### config.mk
export PLATFORM = sky130hd
export DESIGN_NAME = led_scheduler
export DESIGN_NICKNAME = d
export VERILOG_FILES = /design/src/rtl/led_scheduler.sv
export SDC_FILE = /design/constraint.sdc
export NUM_CORES = 1
export LEC_CHECK = 0
export ABC_AREA = 1
export BUFFER_PORTS_ARGS = -buffer_cell sky130_fd_sc_hd__buf_4
export CAP_MARGIN = 25
export CORE_ASPECT_RATIO = 2
export CORE_UTILIZATION = 55
export DETAILED_ROUTE_END_ITERATION = 8
export GPL_TIMING_DRIVEN = 0
export PLACE_DENSITY = 0.77
export SYNTH_ARGS = -nofsm -noshare
export SYNTH_HDL_FRONTEND = slang
export SYNTH_SLANG_ARGS = --single-unit
### constraint.sdc
create_clock -name clk100 -period 2.65 [get_ports clk100]
set_input_delay 0.6625 -clock clk100 [delete_from_list [all_inputs] [get_ports clk100]]
set_output_delay 0.6625 -clock clk100 [all_outputs]
set_load 0.01 [all_outputs]
### src/rtl/led_scheduler.sv
// Round-robin time-slicing scheduler for the six-LED bank: each requester owns the
// LEDs for a fixed dwell, optionally blinking, with one dark cycle between owners.
module led_scheduler #(
   parameter int N_REQ       = 4,
   parameter int TICK_CYCLES = 100000,
   parameter int DWELL_TICKS = 2000,
   parameter int BLINK_TICKS = 250
) (
   input  logic               clk100,
   input  logic               rst_n,
   input  logic [N_REQ-1:0]   req,
   input  logic [6*N_REQ-1:0] pattern,
   input  logic [N_REQ-1:0]   blink,
   output logic [5:0]         led,
   output logic [N_REQ-1:0]   grant,
   output logic [N_REQ-1:0]   done
);

   localparam int RW = $clog2(N_REQ);
   localparam int PW = $clog2(TICK_CYCLES) + 1;
   localparam int DW = $clog2(DWELL_TICKS) + 1;
   localparam int BW = $clog2(BLINK_TICKS) + 1;
   localparam logic [PW-1:0] PRE_LAST   = PW'(TICK_CYCLES - 1);
   localparam logic [DW-1:0] DWELL_LAST = DW'(DWELL_TICKS - 1);
   localparam logic [BW-1:0] BLINK_LAST = BW'(BLINK_TICKS - 1);

   typedef enum logic {IDLE, SHOW} state_t;

   state_t         state_reg, state_next;
   logic [5:0]     led_reg, led_next;
   logic [N_REQ-1:0] grant_reg, grant_next;
   logic [N_REQ-1:0] done_reg, done_next;
   logic [RW-1:0]  rr_ptr_reg, rr_ptr_next;
   logic [PW-1:0]  prescaler_reg, prescaler_next;
   logic [DW-1:0]  dwell_cnt_reg, dwell_cnt_next;
   logic [BW-1:0]  blink_cnt_reg, blink_cnt_next;
   logic           phase_reg, phase_next;

   logic [5:0]     pat [N_REQ];
   logic           win_found;
   logic [RW-1:0]  win_idx;
   logic           tick, blink_wrap, expire, abort, phase_upd;

   for (genvar gi = 0; gi < N_REQ; gi++) begin : g_pat
      assign pat[gi] = pattern[6*gi +: 6];
   end

   // Walk downward so the candidate nearest rr_ptr+1 is assigned last and wins.
   always_comb begin
      win_found = 1'b0;
      win_idx   = '0;
      for (int k = N_REQ; k >= 1; k--) begin
         if (req[(int'(rr_ptr_reg) + k) % N_REQ]) begin
            win_found = 1'b1;
            win_idx   = RW'((int'(rr_ptr_reg) + k) % N_REQ);
         end
      end
   end

   // During SHOW the owner index is always rr_ptr.
   assign tick       = (prescaler_reg == PRE_LAST);
   assign blink_wrap = tick && (blink_cnt_reg == BLINK_LAST);
   assign expire     = tick && (dwell_cnt_reg == DWELL_LAST);
   assign abort      = ~req[rr_ptr_reg];
   assign phase_upd  = blink_wrap ? ~phase_reg : phase_reg;

   always_comb begin
      state_next     = state_reg;
      led_next       = '0;
      grant_next     = grant_reg;
      done_next      = '0;
      rr_ptr_next    = rr_ptr_reg;
      prescaler_next = prescaler_reg;
      dwell_cnt_next = dwell_cnt_reg;
      blink_cnt_next = blink_cnt_reg;
      phase_next     = phase_reg;
      case (state_reg)
         IDLE: begin
            grant_next     = '0;
            prescaler_next = '0;
            dwell_cnt_next = '0;
            blink_cnt_next = '0;
            phase_next     = 1'b1;
            if (win_found) begin
               state_next          = SHOW;
               grant_next[win_idx] = 1'b1;
               rr_ptr_next         = win_idx;
               led_next            = pat[win_idx];
            end
         end
         SHOW: begin
            if (expire || abort) begin
               state_next = IDLE;
               grant_next = '0;
               done_next  = grant_reg;
            end else begin
               prescaler_next = tick ? '0 : prescaler_reg + PW'(1);
               dwell_cnt_next = tick ? dwell_cnt_reg + DW'(1) : dwell_cnt_reg;
               if (blink_wrap)
                  blink_cnt_next = '0;
               else if (tick)
                  blink_cnt_next = blink_cnt_reg + BW'(1);
               phase_next = phase_upd;
               led_next   = pat[rr_ptr_reg] & {6{phase_upd | ~blink[rr_ptr_reg]}};
            end
         end
         default: state_next = IDLE;
      endcase
   end

   always_ff @(posedge clk100 or negedge rst_n) begin
      if (!rst_n) begin
         state_reg     <= IDLE;
         led_reg       <= '0;
         grant_reg     <= '0;
         done_reg      <= '0;
         rr_ptr_reg    <= RW'(N_REQ - 1);
         prescaler_reg <= '0;
         dwell_cnt_reg <= '0;
         blink_cnt_reg <= '0;
         phase_reg     <= 1'b1;
      end else begin
         state_reg     <= state_next;
         led_reg       <= led_next;
         grant_reg     <= grant_next;
         done_reg      <= done_next;
         rr_ptr_reg    <= rr_ptr_next;
         prescaler_reg <= prescaler_next;
         dwell_cnt_reg <= dwell_cnt_next;
         blink_cnt_reg <= blink_cnt_next;
         phase_reg     <= phase_next;
      end
   end

   assign led   = led_reg;
   assign grant = grant_reg;
   assign done  = done_reg;

endmodule

==> impl_metrics.tcl <==
set metrics [dict create \
    finClkSkew_ns 0.00359 \
    fin_ws_ns 0.428 \
    post-cts-setup-buffers 0 \
    final_common_cell "nand2_1" \
    place_ws_ns 0.473 \
    crit_family "simple AND/OR/NAND/NOR gates" \
    crit_path_frequent_cell "nand2_4" \
    hold_viol 0 \
    synthCells 508 \
    fillers 584 \
    cts_buffer_depth 2 \
    placed_cell_area_mm2 0.00419 \
    ant_nets 0 \
    period_needed_ns 2.22 \
    period_share_pct 83.8 \
    grt_max_degree 58 \
    path_class "reg2reg" \
    drtPass1Iterations 5 \
    synth_nets 546 \
    fin_area_mm2 0.00446 \
    num_rows 42 \
    grt_first_pass_wirelength_um 17100 \
    synthTopCellsByArea "dfrtp_1, nand2_1, nand3_1, inv_1, nor2_1" \
    power_density_mw_per_mm2 1030 \
    synth_top_area_share_pct 36.3 \
    portBuffers 47 \
    largest_reg_flops 18 \
    drive_gt1_share_pct 18.4 \
    power.leakage_nw 2.11 \
    routed_via_density 5.65 \
    core_area_mm2 0.00657 \
    max_cap_viol_count 0 \
    synth.avg_cell_area_um2 7.33 \
    clk_latency_ns 0.33 \
    finalSetupViolations 0 \
    path_max_fanout 10 \
    grt_usage_pct 32.6 \
    wl_per_cell_um 15.5 \
    yosys_warnings 0 \
    num_antenna_cells 0 \
    grt_pass1_vias 3777 \
    arrival_ns 2.42 \
    ios 48 \
    cts.repair.resized 0 \
    path_cells "buf_6 -> inv_2 -> buf_6 -> nand2_2 -> nand2_1 -> inv_1 -> nand2_1 -> o21ai_2 -> nand2_4 -> nand2_4 -> nand2_4 -> buf_4 -> nor3b_1 -> nor2_1" \
    cts.sink_count 57 \
    slew_headroom_pct 51.3 \
    first_iter_violations 252 \
    tightest_slew_ns 0.731 \
    slew_viol_final 0 \
    yosys_register_bits 57 \
    cp_slowest_cell "dfstp_2" \
    synth_area_mm2 0.00373 \
    status "complete, no violations" \
    critPathLaunchType "register" \
    cts_made_buffers 9 \
    drc 0 \
    hold_path_class "in2async" \
    tns_ns 0 \
    mostFrequentLayoutCells "nand2_1, inv_1, nor2_1, dfrtp_1" \
    vias 3717 \
    critPathCaptureType "register" \
    rsz0062_at_grt "false" \
    seq_area_frac_synth_pct 38.4 \
    cts_tree "built" \
    fmax_ghz 0.450 \
    dp.final_hpwl_um 7740 \
    cts_hold_buf 0 \
    clockRootBuffer "clkbuf_16" \
    seqCellArea_mm2 0.00143 \
    cp_slowest_stage_delay_ns 0.53 \
    synth_area_leader_cell "dfrtp_1" \
    crit_buf_inv 5 \
    antenna_found_initial 0 \
    critPathRequiredTime_ns 2.85 \
    ir_drop_mv 0.844 \
    chipHeight_um 118 \
    design.die.area_mm2 0.00713 \
    ys_types 41 \
    whs_ns 0.388 \
    htreeDepth 3 \
    finalWirelength_um 10200 \
    area_growth_pct 19.6 \
    gr-total-overflow 0 \
    initial_core_util_pct 56.7 \
    path_clk_slew_ns 0.05 \
    die_w_um 60.2 \
    gp_congestion 0.907 \
    final_nets 604 \
    multi_input_area_mm2 0.00192 \
]
synthesized netlist by cell type, drive strengths merged:
cell       n
nand3b     4
nor3b      1
xor2      11
xnor2      1
o2111ai    1
nor2      60
o22ai      9
nor4       3
clkinv     1
mux2i      1
dfrtp     54
and2       1
a21oi     14
o21a       2
a22o       2
nand3     54
o31ai      7
ha         4
nand2    129
dfstp      3
nand4     12
a221oi     4
inv       69
nor3      17
buf       13
o21ai     28
a22oi      2
clkbuf     1
cell type report:
cell class / count / area share, %
repair buffers: 47 / 7.92
multi-input cells: 367 / 43.1
well taps: 88 / 2.47
plain buffers: 14 / 2.47
inverters: 70 / 5.90
clock buffers: 15 / 6.01
flip-flops and latches: 57 / 32.1
routing by layer:
metal	part of all wire, %	track usage [%]	vias to the layer above
met5	0	0	-
met4	4.5	20.1	0
met3	3.8	6.35	39
met2	59	58.6	127
met1	33	31.6	1765
li1	-	-	1786
path summary, 6_finish.rpt:
path / to / cells past startpoint / from / slack [ns]
min: dwell_cnt_reg[7]$_DFFE_PN0P_ / 1 / rst_n / 0.39
max reg2reg: dwell_cnt_reg[5]$_DFFE_PN0P_ / 14 / rr_ptr_reg[0]$_DFFE_PN1P_ / 0.43
max in group asynchronous: prescaler_reg[12]$_DFFE_PN0P_ / 1 / rst_n / 1.77
max: dwell_cnt_reg[5]$_DFFE_PN0P_ / 14 / rr_ptr_reg[0]$_DFFE_PN1P_ / 0.43
min in group clk100: dwell_cnt_reg[1]$_DFFE_PN0P_ / 2 / dwell_cnt_reg[1]$_DFFE_PN0P_ / 0.50
min reg2reg: dwell_cnt_reg[1]$_DFFE_PN0P_ / 2 / dwell_cnt_reg[1]$_DFFE_PN0P_ / 0.50
power breakdown:
| part | switching (mW) | total [mW] | internal [mW] |
|---|---|---|---|
| sequential | 0.0847 | 1.10 | 1.01 |
| clock | 0.365 | 1.04 | 0.677 |
| combinational | 1.64 | 2.46 | 0.816 |
| total | 2.09 | 4.60 | 2.51 |
cell families after synthesis:
logic type                 after synthesis  share of synthesized area, %
AOI/OAI and AO/OA                       69                          11.4
xor gates and xnor gates                12                          2.82
adders and majority gates                4                          1.34
buffers and inverters                   84                          10.0
DFF                                     57                          38.4
muxes                                    1                         0.269
and+or+nand+nor                        281                          35.8
metrics by stage:
| stage | total power, mW | utilization (%) | instances |
|---|---|---|---|
| after floorplan | 2.81 | - | 508 |
| after global placement | 3.47 | 63.8 | 643 |
| after detailed placement | 3.53 | 63.8 | 643 |
| after CTS | 4.59 | 67.8 | 658 |
| after global routing | 4.89 | 67.8 | 658 |
| final | 4.60 | 67.8 | 658 |
Note: power is estimated with default switching activity, not from simulation.
